<file path="config.mk">
export PLATFORM = sky130hd
export DESIGN_NAME = load_store_unit
export DESIGN_NICKNAME = d
export VERILOG_FILES = /design/src/rtl/load_store_unit.sv
export SDC_FILE = /design/constraint.sdc
export NUM_CORES = 1
export LEC_CHECK = 0
export ABC_CLOCK_PERIOD_IN_PS = 7800
export BUFFER_PORTS_ARGS = -buffer_cell sky130_fd_sc_hd__buf_2
export CORE_AREA = 2 2 98 100
export CTS_BUF_LIST = sky130_fd_sc_hd__clkbuf_16
export DETAILED_ROUTE_END_ITERATION = 10
export DIE_AREA = 0 0 100 102
export PLACE_DENSITY = 0.89
export SYNTH_ARGS = -nofsm -noshare
export SYNTH_HDL_FRONTEND = slang
export SYNTH_SLANG_ARGS = --single-unit
</file>
<file path="constraint.sdc">
create_clock -name LoadStore_CLOCK_50 -period 7.8 [get_ports LoadStore_CLOCK_50]
set_clock_uncertainty 0.15 [all_clocks]
set_input_delay 0.39 -clock LoadStore_CLOCK_50 [delete_from_list [all_inputs] [get_ports LoadStore_CLOCK_50]]
set_output_delay 0.39 -clock LoadStore_CLOCK_50 [all_outputs]
set_load 0.03 [all_outputs]
</file>
<file path="src/rtl/load_store_unit.sv">
// Data-memory initiator: sequences one load or store over WAIT_CYCLES selector
// cycles against a combinational memory and reports completion or misalignment.
module load_store_unit #(
  parameter int DATAWIDTH_BUS = 32,
  parameter int WAIT_CYCLES   = 1
) (
  input  logic                     LoadStore_CLOCK_50,
  input  logic                     LoadStore_RESET_InHigh,
  input  logic                     LoadStore_Req_In,
  input  logic                     LoadStore_Write_In,
  input  logic [DATAWIDTH_BUS-1:0] LoadStore_Address_In,
  input  logic [DATAWIDTH_BUS-1:0] LoadStore_Data_In,
  output logic [DATAWIDTH_BUS-1:0] LoadStore_Data_Out,
  output logic                     LoadStore_Busy_Out,
  output logic                     LoadStore_Done_Out,
  output logic                     LoadStore_Error_Out,
  output logic [DATAWIDTH_BUS-1:0] LoadStore_MemAddress_Out,
  output logic [DATAWIDTH_BUS-1:0] LoadStore_MemData_Out,
  output logic                     LoadStore_MemRD_Out,
  output logic                     LoadStore_MemWR_Out,
  input  logic [DATAWIDTH_BUS-1:0] LoadStore_MemData_In
);

  typedef enum logic [1:0] {
    IDLE   = 2'd0,
    ACCESS = 2'd1,
    DONE   = 2'd2,
    ERROR  = 2'd3
  } state_t;

  // The counter starts at WAIT_CYCLES-1 so the selector spans exactly WAIT_CYCLES cycles.
  localparam logic [3:0] WAIT_LOAD = 4'(WAIT_CYCLES - 1);

  state_t                   state_r;
  logic [3:0]               waitCount_r;
  logic                     writeLatch_r;
  logic [DATAWIDTH_BUS-1:0] dataOut_r;
  logic [DATAWIDTH_BUS-1:0] memAddress_r;
  logic [DATAWIDTH_BUS-1:0] memData_r;
  logic                     busy_r;
  logic                     done_r;
  logic                     error_r;
  logic                     memRd_r;
  logic                     memWr_r;

  // Access sequencer; every output is a register so reset clears selectors immediately.
  always_ff @(posedge LoadStore_CLOCK_50 or posedge LoadStore_RESET_InHigh) begin
    if (LoadStore_RESET_InHigh) begin
      state_r      <= IDLE;
      waitCount_r  <= 4'd0;
      writeLatch_r <= 1'b0;
      dataOut_r    <= '0;
      memAddress_r <= '0;
      memData_r    <= '0;
      busy_r       <= 1'b0;
      done_r       <= 1'b0;
      error_r      <= 1'b0;
      memRd_r      <= 1'b0;
      memWr_r      <= 1'b0;
    end else begin
      case (state_r)
        IDLE: begin
          if (LoadStore_Req_In) begin
            memAddress_r <= LoadStore_Address_In;
            memData_r    <= LoadStore_Data_In;
            writeLatch_r <= LoadStore_Write_In;
            busy_r       <= 1'b1;
            if (LoadStore_Address_In[1:0] != 2'b00) begin
              done_r  <= 1'b1;
              error_r <= 1'b1;
              state_r <= ERROR;
            end else begin
              waitCount_r <= WAIT_LOAD;
              memRd_r     <= ~LoadStore_Write_In;
              memWr_r     <= LoadStore_Write_In;
              state_r     <= ACCESS;
            end
          end else begin
            busy_r <= 1'b0;
          end
        end
        ACCESS: begin
          if (waitCount_r == 4'd0) begin
            if (!writeLatch_r) begin
              dataOut_r <= LoadStore_MemData_In;
            end
            memRd_r <= 1'b0;
            memWr_r <= 1'b0;
            done_r  <= 1'b1;
            state_r <= DONE;
          end else begin
            waitCount_r <= waitCount_r - 4'd1;
          end
        end
        DONE, ERROR: begin
          done_r  <= 1'b0;
          error_r <= 1'b0;
          busy_r  <= 1'b0;
          state_r <= IDLE;
        end
        default: begin
          done_r  <= 1'b0;
          error_r <= 1'b0;
          busy_r  <= 1'b0;
          memRd_r <= 1'b0;
          memWr_r <= 1'b0;
          state_r <= IDLE;
        end
      endcase
    end
  end

  assign LoadStore_Data_Out       = dataOut_r;
  assign LoadStore_Busy_Out       = busy_r;
  assign LoadStore_Done_Out       = done_r;
  assign LoadStore_Error_Out      = error_r;
  assign LoadStore_MemAddress_Out = memAddress_r;
  assign LoadStore_MemData_Out    = memData_r;
  assign LoadStore_MemRD_Out      = memRd_r;
  assign LoadStore_MemWR_Out      = memWr_r;

endmodule

</file>
## Yosys cells after proc, flatten, opt, wreduce, memory -nomap -nowiden

Index checks and enable logic that the tools add are counted.

- Flip-flop bits (word level): 108
- Bits of input ports: 100

- Add/sub/neg operators: 1
- Equality and inequality tests: 8
- Multiplexer cells: 22
- Bitwise gates (word level): 2
- Reductions and logical operators: 13

Operator list:

| kind | count |
|---|---|
| $mux 4 | 3 |
| $ne 2x2->1 const B | 5 |
| $mux 1 | 9 |
| $reduce_and 3->1 | 3 |
| $pmux 1 s2 | 4 |
| $pmux 4 s2 | 1 |
| $reduce_and 4->1 | 2 |
| $mux 2 | 3 |
| $pmux 2 s3 | 1 |
| $reduce_bool 2->1 | 3 |
| $eq 2x2->1 const B | 2 |
| $logic_not 4->1 | 1 |
| $reduce_and 2->1 | 2 |
| $sub 4x1->4 const B | 1 |
| $pmux 1 s3 | 1 |
| $eq 2x1->1 const B | 1 |
| $logic_not 2->1 | 1 |
| $not 1->1 | 2 |
| $reduce_or 2->1 | 1 |

## Depth between registers and ports, before layout

Gate-level depths: netlist of run 1.

- Depth after elaboration: 4
- Gate-level depth with buffers: 6
- Mapped depth without buffers: 5

## Worst setup path before layout of run 1

No wires, ideal clock.

- Path type: flip-flop to flip-flop
- Start point: register waitCount_r[0]
- End point: register dataOut_r[0] (netlist: LoadStore_Data_Out[0])
- Data arrival time: 1.496 ns
- Path slack: 6.029 ns
- Stages on the path, launching flop included: 7
- Period minus slack after synthesis: 1.771 ns
- Cell sequence: dfrtp_1 -> inv_1 -> ha_1 -> nor2b_1 -> nand4b_1 -> buf_2 -> mux2_2

- Word-level cells in the longest chain between the ends: 2

Ends and longest elaborated chain:

| element | line | RTL |
|---|---|---|
| start, declared | 35 | `logic [3:0] waitCount_r;` |
| start signal, assigned | 92 | `waitCount_r <= waitCount_r - 4'd1;` |
| $logic_not 4->1 | 83 | `if (waitCount_r == 4'd0) begin` |
| $reduce_and 3->1 (no line) | n/a |  |
| end signal, assigned | 85 | `dataOut_r <= LoadStore_MemData_In;` |
| end, declared | 37 | `logic [DATAWIDTH_BUS-1:0] dataOut_r;` |

No other way between the ends.
A chain may end at the register's enable or synchronous reset.

## Worst setup path in the final report of run 1

- Start point: register state_r[0]
- End point: register memData_r[22] (netlist: LoadStore_MemData_Out[22])

- Word-level cells in the longest chain between the ends: 2

Ends and longest elaborated chain:

| element | line | RTL |
|---|---|---|
| start, declared | 34 | `state_t state_r;` |
| start signal, assigned | 49 | `state_r <= IDLE;` |
| start signal, assigned | 71 | `state_r <= ERROR;` |
| start signal, assigned | 76 | `state_r <= ACCESS;` |
| $logic_not 2->1 | 61 | `case (state_r)` |
| $reduce_and 2->1 (no line) | n/a |  |
| end signal, assigned | 65 | `memData_r <= LoadStore_Data_In;` |
| end, declared | 39 | `logic [DATAWIDTH_BUS-1:0] memData_r;` |

No other way between the ends.

==> results of run 1 <==
[through the flow]
step	hold slack [ns]	utilization, %	cells	power, mW
3_5_place_dp	0.3286	57.82	565	2.074
5_1_grt	0.1145	61.13	582	2.632
3_3_place_gp	0.3223	57.82	565	2.031
4_1_cts	0.1096	61.13	582	2.523
2_1_floorplan	0.3213	-	264	1.726
6_report	0.1172	61.13	582	2.497
[state kept, by name (all words and copies together), names as in the netlist]
signal,flops
LoadStore_Busy_Out,1
LoadStore_Done_Out,1
waitCount_r,4
writeLatch_r,1
LoadStore_Data_Out,32
LoadStore_MemAddress_Out,32
state_r,2
LoadStore_MemRD_Out,1
LoadStore_Error_Out,1
LoadStore_MemData_Out,32
LoadStore_MemWR_Out,1
[routing by layer]
layer	vias up	part of all wire (%)	global-route usage [%]
met1	1357	41	22.49
met3	11	8.6	4.993
met2	140	49	29.99
met5	-	0	0
li1	1334	-	-
met4	0	1.4	6.322
[layout make-up]
cell class	instances	area, sq um
clock buffer	9	225.2
sequential	108	2703
multi-input combinational	139	1388
tap	111	138.9
fill	728	3541
clock inverter	7	66.31
timing repair buffer	203	1026
inverter	5	21.27
[worst max-delay path by stage]
stage,end,start,depth (start not counted),slack (ns)
final,LoadStore_MemData_Out[22],state_r[0],3,5.46
after detailed placement,LoadStore_MemData_Out[27],state_r[0],3,5.45
after floorplan,LoadStore_Busy_Out,LoadStore_RESET_InHigh,1,4.41
after global routing,LoadStore_MemData_Out[21],state_r[0],3,5.30
after CTS,LoadStore_MemData_Out[11],state_r[0],3,5.45
after global placement,LoadStore_MemData_Out[19],state_r[0],3,5.55
[Yosys cell counts, types with 2 or more instances]
cell type / instances
nor2b_1: 2
and3_1: 2
nor2_1: 6
a211o_1: 3
inv_1: 5
mux2_2: 95
a2bb2oi_1: 2
buf_4: 5
o2bb2ai_1: 2
buf_2: 5
ha_1: 2
nor3_1: 4
nand2_1: 2
mux2_1: 3
a21oi_1: 4
dfrtp_1: 108
[power by group through the flow]
| stage | combinational, mW | clock [mW] | sequential [mW] |
|---|---|---|---|
| 4_1_cts | 1.13 | 0.455 | 0.934 |
| 3_5_place_dp | 1.13 | 0 | 0.940 |
| 2_1_floorplan | 0.311 | 0 | 1.42 |
| 6_report | 1.12 | 0.444 | 0.932 |
| 5_1_grt | 1.18 | 0.483 | 0.967 |
| 3_3_place_gp | 1.11 | 0 | 0.923 |
[kinds of logic (layout without fill, tap and decap cells)]
family | count (synthesis) | count (layout) | synth area share (%)
fa+ha+maj | 2 | 2 | 0.5976
flops | 108 | 108 | 64.55
mux | 98 | 98 | 26.36
compound gates | 14 | 14 | 2.511
simple gates | 25 | 25 | 3.676
buf+inv | 17 | 224 | 2.301
[critical path, stage by stage, from the launching register on]
cell and delay (ns):
dfrtp_1 0.50, nor2b_1 0.28, and2b_4 0.82, mux2_2 0.42
==> flow_summary.toml, run 1 <==
[synth]
synthCells = 264
postSynthAreaPerCell_sq_um = 15.86
yosysTopAreaCellShare_pct = 64.55
synthDistinctLibCells = 30
synth_warnings = 0
syn_area_sq_um = 4187
synth-edff-count = 0
synth_fp_nets = 366
synth_seq_cells = 108
synth-seq-area-share_pct = 64.55
synthArstFlopShare_pct = 100.0
synth_area_leaders = "dfrtp_1, mux2_2, buf_4, mux2_1, a211o_1"
yosysTopAreaCell = "dfrtp_1"
ys.flop_type = "dfrtp_1"

[sta]
hold_viol = 0
grt_setup_unrepaired = "no"
tightest_slew_ns = 0.9576
fin_crit_ns = 2.336
fin_crit_sh_pct = 29.95
finalSetupTns_ns = 0
fin_ws_ns = 5.464
max_freq_mhz = 428.1
drv_slew = 0
max_slew_margin_pct = 36.16
setup_viol = 0

[power_and_ir_drop]
ir_worst_vdd_mv = 0.2226
p_sw_share_pct = 41.98
p_sw_mw = 1.048
combPwrFrac_pct = 44.9
powerDensity_nw_per_um2 = 448.4
p_int_mw = 1.449
power_leakage_nw = 2.753
clock_power_share_pct = 17.8
pwr-share-seq_pct = 37.3

[placed_design]
place_area_sq_um = 5266
dp_slack_ns = 5.445
portBuffers = 200
place.gp.congestion = 0.7738
place_hpwl_mm = 6.649

[die]
io_pins = 201
die-area_sq_um = 10200
start_util_pct = 45.96
coreArea_sq_um = 9109
fp.dieW_um = 100
std_cell_rows = 35
die_h_um = 102

[detailed_routing]
drc = 0
first_pass_iters = 5
antenna_left = 0
drtIter0Drc = 39
vias = 2842
wl_mm = 9.084
post_drt_wl_per_cell_um = 15.61
vias_per_cell = 4.883

[clock_network]
h-tree-depth = 3
post_cts_resized = 0
cts_tree = "done"
cts.sinks = 108
cts_post_setup_buffers_inserted = 0
cts_buffers = 9
cts_root_buf = "clkbuf_16"
clk_pin_slew_worst_paths_ns = 0.07
ctsLongestPathBuffers = 2
clock_latency_ns = 0.33
postCtsHoldBufs = 1

[critical_path]
rr_endpoint = "LoadStore_MemData_Out[22]"
ff2ff_setup_slack_ns = 5.46
reg2reg_depth = 3
path_class = "reg -> reg"
cp.required_ns = 7.86
startpoint_type = "flop"
crit_path_end_kind = "flop"
worstPathArrival_ns = 2.40
r2r-start = "state_r[0]"
crit_fanout = 66

[finish]
syn2layout_area_growth_pct = 32.99
layout-drive-gt1-share_pct = 67.30
fin_area_sq_um = 5568
nNetsFinal = 568
num_antenna_cells = 0
layout_commonest_cell = "buf_2"
most-common-layout-cells = "buf_2, dfrtp_1, mux2_2"

[global_route]
grt_usage_pct = 17.88
antenna_found_initial = 0
grt_pass1_vias = 2944
grt_pass1_wl_mm = 14.35
grt_max_degree = 67
grt_overflow_total = 0

[hold_path]
whs_path_depth = 2
hold_class = "in -> reg"
min_from = "LoadStore_Data_In[1]"
hold_path_end = "LoadStore_MemData_Out[1]"

[job]
max_cap_viol_count = 0

[outcome]
run_status = "finished, final reports clean"
Power figures use the tool's default switching activity.
==> run 2, diff against run 1 <==
==> config.mk (replaced) <==
export PLATFORM = sky130hd
export DESIGN_NAME = load_store_unit
export DESIGN_NICKNAME = d
export VERILOG_FILES = /design/src/rtl/load_store_unit.sv
export SDC_FILE = /design/constraint.sdc
export NUM_CORES = 1
export LEC_CHECK = 0
export ABC_CLOCK_PERIOD_IN_PS = 2400
export BUFFER_PORTS_ARGS = -buffer_cell sky130_fd_sc_hd__buf_2
export CORE_AREA = 2 2 99 101
export CTS_BUF_LIST = sky130_fd_sc_hd__clkbuf_16
export DETAILED_ROUTE_END_ITERATION = 10
export DIE_AREA = 0 0 101 103
export PLACE_DENSITY = 0.88
export SYNTH_ARGS = -nofsm -noshare
export SYNTH_HDL_FRONTEND = slang
export SYNTH_SLANG_ARGS = --single-unit
==> constraint.sdc (replaced) <==
create_clock -name LoadStore_CLOCK_50 -period 2.4 [get_ports LoadStore_CLOCK_50]
set_clock_uncertainty 0.15 [all_clocks]
set_input_delay 0.12 -clock LoadStore_CLOCK_50 [delete_from_list [all_inputs] [get_ports LoadStore_CLOCK_50]]
set_output_delay 0.12 -clock LoadStore_CLOCK_50 [all_outputs]
set_load 0.03 [all_outputs]
==> run 2 against run 1 <==
Net effect: sequential cell count is the same; design area grew 19%; utilization grew 8.9 points; critical path depth grew 3; critical endpoint is now LoadStore_Data_Out[18]; register-to-register slack lost 5.0 ns; combinational power grew to 3.4 times the previous value; highest routed layer unchanged; worst hold slack gained 0.0049 ns; die area grew 2.0%; global-route usage grew 2.6 points; non-clock buffer count grew 101; clock power grew to 3.4 times the previous value; maximum frequency grew 23%.
==> flow_summary.toml, run 2 (synthesis gave the netlist of run 1 again) <==
[sta]
fin_crit_ns = 1.906
max_freq_mhz = 524.6
hold_viol = 0
tightest_slew_ns = 0.5611
grt_setup_unrepaired = "no"
finalHoldWorstSlack_ns = 0.1221
fin_ws_ns = 0.4937
max_slew_margin_pct = 62.60
finalSetupTns_ns = 0
fin_crit_sh_pct = 79.43
drv_slew = 0
setup_viol = 0

[detailed_routing]
vias = 3324
post_drt_wl_per_cell_um = 15.88
vias_per_cell = 4.845
drc = 0
wl_mm = 10.90
first_pass_iters = 4
drtIter0Drc = 71
antenna_left = 0

[power_and_ir_drop]
pwr-share-seq_pct = 36.1
power_leakage_nw = 3.190
p_sw_share_pct = 41.24
combPwrFrac_pct = 45.9
clock_power_share_pct = 18.0
powerDensity_nw_per_um2 = 1268
p_total_mw = 8.404
ir_worst_vdd_mv = 0.6318
p_sw_mw = 3.466
p_int_mw = 4.938

[finish]
fin_cells = 686
num_antenna_cells = 0
layout_commonest_cell = "buf_2"
nNetsFinal = 669
utilization_pct = 70.07
most-common-layout-cells = "buf_2, dfrtp_1, dlygate4sd3_1"
syn2layout_area_growth_pct = 58.31
layout-drive-gt1-share_pct = 55.94
fin_area_sq_um = 6628

[hold_path]
min_from = "LoadStore_Req_In"
whs_path_depth = 4
hold_class = "in -> reg"
hold_path_end = "LoadStore_Busy_Out"

[die]
io_pins = 201
std_cell_rows = 36
die-area_sq_um = 10400
start_util_pct = 44.26
coreArea_sq_um = 9459
fp.dieW_um = 101
die_h_um = 103

[global_route]
grt_pass1_wl_mm = 16.52
grt_overflow_total = 0
grt_pass1_vias = 3548
grtUsageMet1_pct = 22.35
antenna_found_initial = 0
grt_max_degree = 109
use_met3_pct = 4.339
use_met2_pct = 37.69
grt_usage_pct = 20.44
grt.busiest_layer = "met2"

[job]
max_cap_viol_count = 0

[placed_design]
place.gp.congestion = 0.8250
dp_slack_ns = 0.5028
place_area_sq_um = 5339
portBuffers = 200
numPlacedInstances = 572
place_hpwl_mm = 6.589

[critical_path]
cp.required_ns = 2.46
crit_fanout = 32
worstPathArrival_ns = 1.97
crit_path_end_kind = "flop"
r2r-start = "waitCount_r[0]"
slowest_delay_ns = 0.40
cp_slowest_cell = "dfrtp_1"
ff2ff_setup_slack_ns = 0.49
rr_endpoint = "LoadStore_Data_Out[18]"
reg2reg_depth = 6
path_class = "reg -> reg"
cp_cell_sequence = "inv_1 > ha_1 > nor2b_1 > nand4b_1 > buf_12 > mux2_2"
startpoint_type = "flop"

[clock_network]
cts.sinks = 108
clk_pin_slew_worst_paths_ns = 0.06
cts_tree = "done"
cts_post_setup_buffers_inserted = 0
postCtsHoldBufs = 98
post_cts_resized = 0
ctsLongestPathBuffers = 2
cts_root_buf = "clkbuf_16"
h-tree-depth = 3
cts_buffers = 9
clock_latency_ns = 0.33

[outcome]
run_status = "finished, final reports clean"
## run 2: cell count changes in the layout (fill, tap and decap cells not counted)
cell and delta:
clkinv_1 +2, inv_6 -2, inv_4 -1, clkinvlp_4 +1, buf_4 +1, inv_1 -1, buf_12 +3, dlygate4sd3_1 +97
bufinv_16 +1
## run 2: layout make-up
type / instances / area [sq um]
clock inverter: 7 / 82.58
tap: 114 / 142.6
multi-input combinational: 139 / 1388
fill: 609 / 2831
inverter: 5 / 22.52
clock buffer: 9 / 225.2
timing repair buffer: 304 / 2064
sequential: 108 / 2703
## run 2: worst max-delay path: cells and delay by family (launching register included)
kind,cells,cell delay (ns)
and+or+nand+nor,2,0.31
adders and majority gates,1,0.22
muxes,1,0.37
DFF,1,0.40
buffers and inverters,2,0.31
## run 2: worst max path at each step
stage | start | to | slack, ns | depth (start not counted)
6_report | waitCount_r[0] | LoadStore_Data_Out[18] | 0.49 | 6
5_1_grt | waitCount_r[0] | LoadStore_Data_Out[1] | 0.42 | 6
4_1_cts | waitCount_r[0] | LoadStore_Data_Out[18] | 0.49 | 6
3_5_place_dp | waitCount_r[0] | LoadStore_Data_Out[18] | 0.50 | 6
3_3_place_gp | waitCount_r[0] | LoadStore_Data_Out[24] | 0.58 | 6
2_1_floorplan | waitCount_r[0] | LoadStore_Data_Out[0] | 0.63 | 6
## run 2: layer usage
layer | share of wire, % | routed length [um] | vias to the layer above
met2 | 53 | 5721 | 138
met5 | 0 | 0 | -
li1 | - | - | 1545
met1 | 39 | 4205 | 1616
met4 | 2.4 | 259 | 0
met3 | 6.5 | 709 | 25
## run 2: power groups by stage
stage	clock network (mW)	registers, mW	logic, mW
finish	1.51	3.03	3.86
global route	1.62	3.13	4.07
CTS	1.56	3.02	3.85
detailed placement	0	3.04	3.72
global placement	0	2.99	3.64
floorplan	0	4.60	1.01
==> run 3, diff against run 2 <==
==> config.mk (replaced) <==
export PLATFORM = sky130hd
export DESIGN_NAME = load_store_unit
export DESIGN_NICKNAME = d
export VERILOG_FILES = /design/src/rtl/load_store_unit.sv
export SDC_FILE = /design/constraint.sdc
export NUM_CORES = 1
export LEC_CHECK = 0
export ABC_AREA = 1
export ABC_CLOCK_PERIOD_IN_PS = 1600
export BUFFER_PORTS_ARGS = -buffer_cell sky130_fd_sc_hd__buf_2
export CORE_AREA = 2 2 106 108
export CTS_BUF_LIST = sky130_fd_sc_hd__clkbuf_16
export DETAILED_ROUTE_END_ITERATION = 10
export DIE_AREA = 0 0 108 110
export PLACE_DENSITY = 0.84
export SYNTH_ARGS = -nofsm -noshare
export SYNTH_HDL_FRONTEND = slang
export SYNTH_SLANG_ARGS = --single-unit
==> constraint.sdc (replaced) <==
create_clock -name LoadStore_CLOCK_50 -period 1.6 [get_ports LoadStore_CLOCK_50]
set_clock_uncertainty 0.15 [all_clocks]
set_input_delay 0.08 -clock LoadStore_CLOCK_50 [delete_from_list [all_inputs] [get_ports LoadStore_CLOCK_50]]
set_output_delay 0.08 -clock LoadStore_CLOCK_50 [all_outputs]
set_load 0.03 [all_outputs]
==> run 3 against run 2 <==
Net effect: non-clock buffer count rose by 11; utilization is 5.9 points lower; first-iteration DRC count grew to 6.4 times the previous value; global-route usage increased by 2.2 points; largest cell class unchanged; final cell count is 37% higher; via count grew 38%.
==> flow_summary.toml, run 3 <==
[outcome]
run_status = "finished, final reports clean"

[critical_path]
cp.required_ns = 1.66
path_class = "reg -> reg"
cp_slowest_cell = "dfrtp_1"
r2r-start = "waitCount_r[0]"
critPathTopFamily = "flip-flops"
crit_path_end_kind = "flop"
worstSetupStartpoint = "waitCount_r[0]"
cp_cell_sequence = "inv_2 > ha_1 > nand3_1 > inv_2 > nand2_2 > buf_12 > nand2_1 > nand2_1"
slowest_delay_ns = 0.40
startpoint_type = "flop"
path_buf_inv = 3
crit_fanout = 32
worstPathArrival_ns = 1.61

[synth]
yosysTopAreaCell = "dfrtp_1"
ys.flop_type = "dfrtp_1"
synthDistinctLibCells = 18
synth-seq-area-share_pct = 61.47
synth_fp_nets = 601
synthArstFlopShare_pct = 100.0
synth.most_common_cell = "nand2_1"
postSynthAreaPerCell_sq_um = 8.811
yosysTopAreaCellShare_pct = 61.47
synth_seq_cells = 108
synthCells = 499
synth-edff-count = 0
synth_area_leaders = "dfrtp_1, nand2_1, nand3_1, buf_2, nor2_1"
synth_warnings = 0
syn_area_sq_um = 4397
ys_top_cells_by_count = "nand2_1, dfrtp_1, nand3_1"

[detailed_routing]
vias = 4572
drc = 0
post_drt_wl_per_cell_um = 14.63
antenna_left = 0
wl_mm = 13.72
drtIter0Drc = 452
vias_per_cell = 4.874
first_pass_iters = 7

[finish]
utilization_pct = 64.15
syn2layout_area_growth_pct = 56.09
fin_area_sq_um = 6863
num_antenna_cells = 0
nNetsFinal = 897
most-common-layout-cells = "nand2_1, buf_2, dfrtp_1"
layout-drive-gt1-share_pct = 30.20
fin_cells = 938
layout_commonest_cell = "nand2_1"
n_fill_cell = 810

[clock_network]
h-tree-depth = 3
cts_tree = "done"
cts_buffers = 9
cts.sinks = 108
ctsLongestPathBuffers = 2
cts_root_buf = "clkbuf_16"
clock_latency_ns = 0.33
clk_pin_slew_worst_paths_ns = 0.07

[die]
fp.dieW_um = 108
io_pins = 201
start_util_pct = 41.10
die-area_sq_um = 11880
coreArea_sq_um = 10700
die_h_um = 110
std_cell_rows = 38

[sta]
hold_viol = 0
fin_crit_ns = 1.544
setup_viol = 0
max_freq_mhz = 647.6
drv_slew = 0
grt_setup_unrepaired = "yes"
max_slew_margin_pct = 60.28
tightest_slew_ns = 0.5958
finalSetupTns_ns = 0
fin_crit_sh_pct = 96.52

[placed_design]
portBuffers = 200
place.gp.congestion = 0.7256
place_hpwl_mm = 7.862
place_area_sq_um = 5549
numPlacedInstances = 820

[global_route]
grt_usage_pct = 22.60
antenna_found_initial = 0
grt_pass1_wl_mm = 21.48
grt_max_degree = 109
grt_overflow_total = 0
grt_pass1_vias = 4617

[power_and_ir_drop]
power_leakage_nw = 3.823
p_total_mw = 14.23
powerDensity_nw_per_um2 = 2073
ir_worst_vdd_mv = 0.9947

[job]
max_cap_viol_count = 0

[hold_path]
hold_class = "in -> reg"
min_from = "LoadStore_Req_In"
run 3: worst min-delay path, stage by stage:
cell and delay (ns):
buf_2 0.14, buf_12 0.20, nand3_1 0.11, nand2_1 0.05
run 3: final timing paths:
path / depth (start not counted) / slack (ns) / end
max: 8 / 0.06 / LoadStore_Data_Out[28]
max in group asynchronous: 4 / 0.51 / state_r[1]
max reg2reg: 8 / 0.06 / LoadStore_Data_Out[28]
min in group asynchronous: 4 / 0.30 / LoadStore_Data_Out[10]
min reg2reg: 2 / 0.32 / LoadStore_MemAddress_Out[12]
min: 4 / 0.14 / LoadStore_MemAddress_Out[17]
run 3: report_power, final:
| part | internal (mW) | leakage (nW) | switching (mW) |
|---|---|---|---|
| clock | 1.19 | 0.131 | 0.951 |
| combinational | 2.15 | 2.35 | 5.13 |
| sequential | 4.05 | 1.34 | 0.752 |
| total | 7.39 | 3.82 | 6.83 |
run 3: cell type report:
type	instances	area [sq um]	share of cell area, %
Tap cell	140	175.2	2.552
Timing Repair Buffer	315	2160	31.47
Inverter	13	52.55	0.7657
Multi-Input combinational cell	348	1490	21.71
Clock buffer	9	225.2	3.282
Sequential cell	108	2704	39.40
Clock inverter	5	56.30	0.8204
run 3: kinds of logic after synthesis:
family | after synthesis | synth area share (%)
XOR/XNOR | 1 | 0.1992
AO/OA/AOI/OAI | 5 | 0.5691
AND/OR/NAND/NOR | 340 | 32.27
flip-flops | 108 | 61.47
adder cells (fa/ha/maj) | 2 | 0.5691
buffers and inverters | 43 | 4.923
run 3: stage by stage:
stage	worst slack, ns	hold WS [ns]
finish	0.05574	0.1394
floorplan	0.06850	0.07457
detailed placement	0.07291	0.1464
global placement	0.1297	0.1459
CTS	0.06539	0.1507
global route	-0.01070	0.1614
run 3: repair_timing:
item	in CTS	in global routing
gates resized for setup	0	4
hold endpoints to repair	208	0
hold buffers	98	0
setup endpoints to repair	0	28
setup buffers	0	6
run 3: metal layers:
layer | share of wire, % | GRT usage, % | vias up
met3 | 7.9 | 5.644 | 25
li1 | - | - | 2170
met4 | 1.8 | 6.777 | 0
met2 | 52 | 40.84 | 219
met1 | 39 | 26.66 | 2158
met5 | 0 | 0 | -
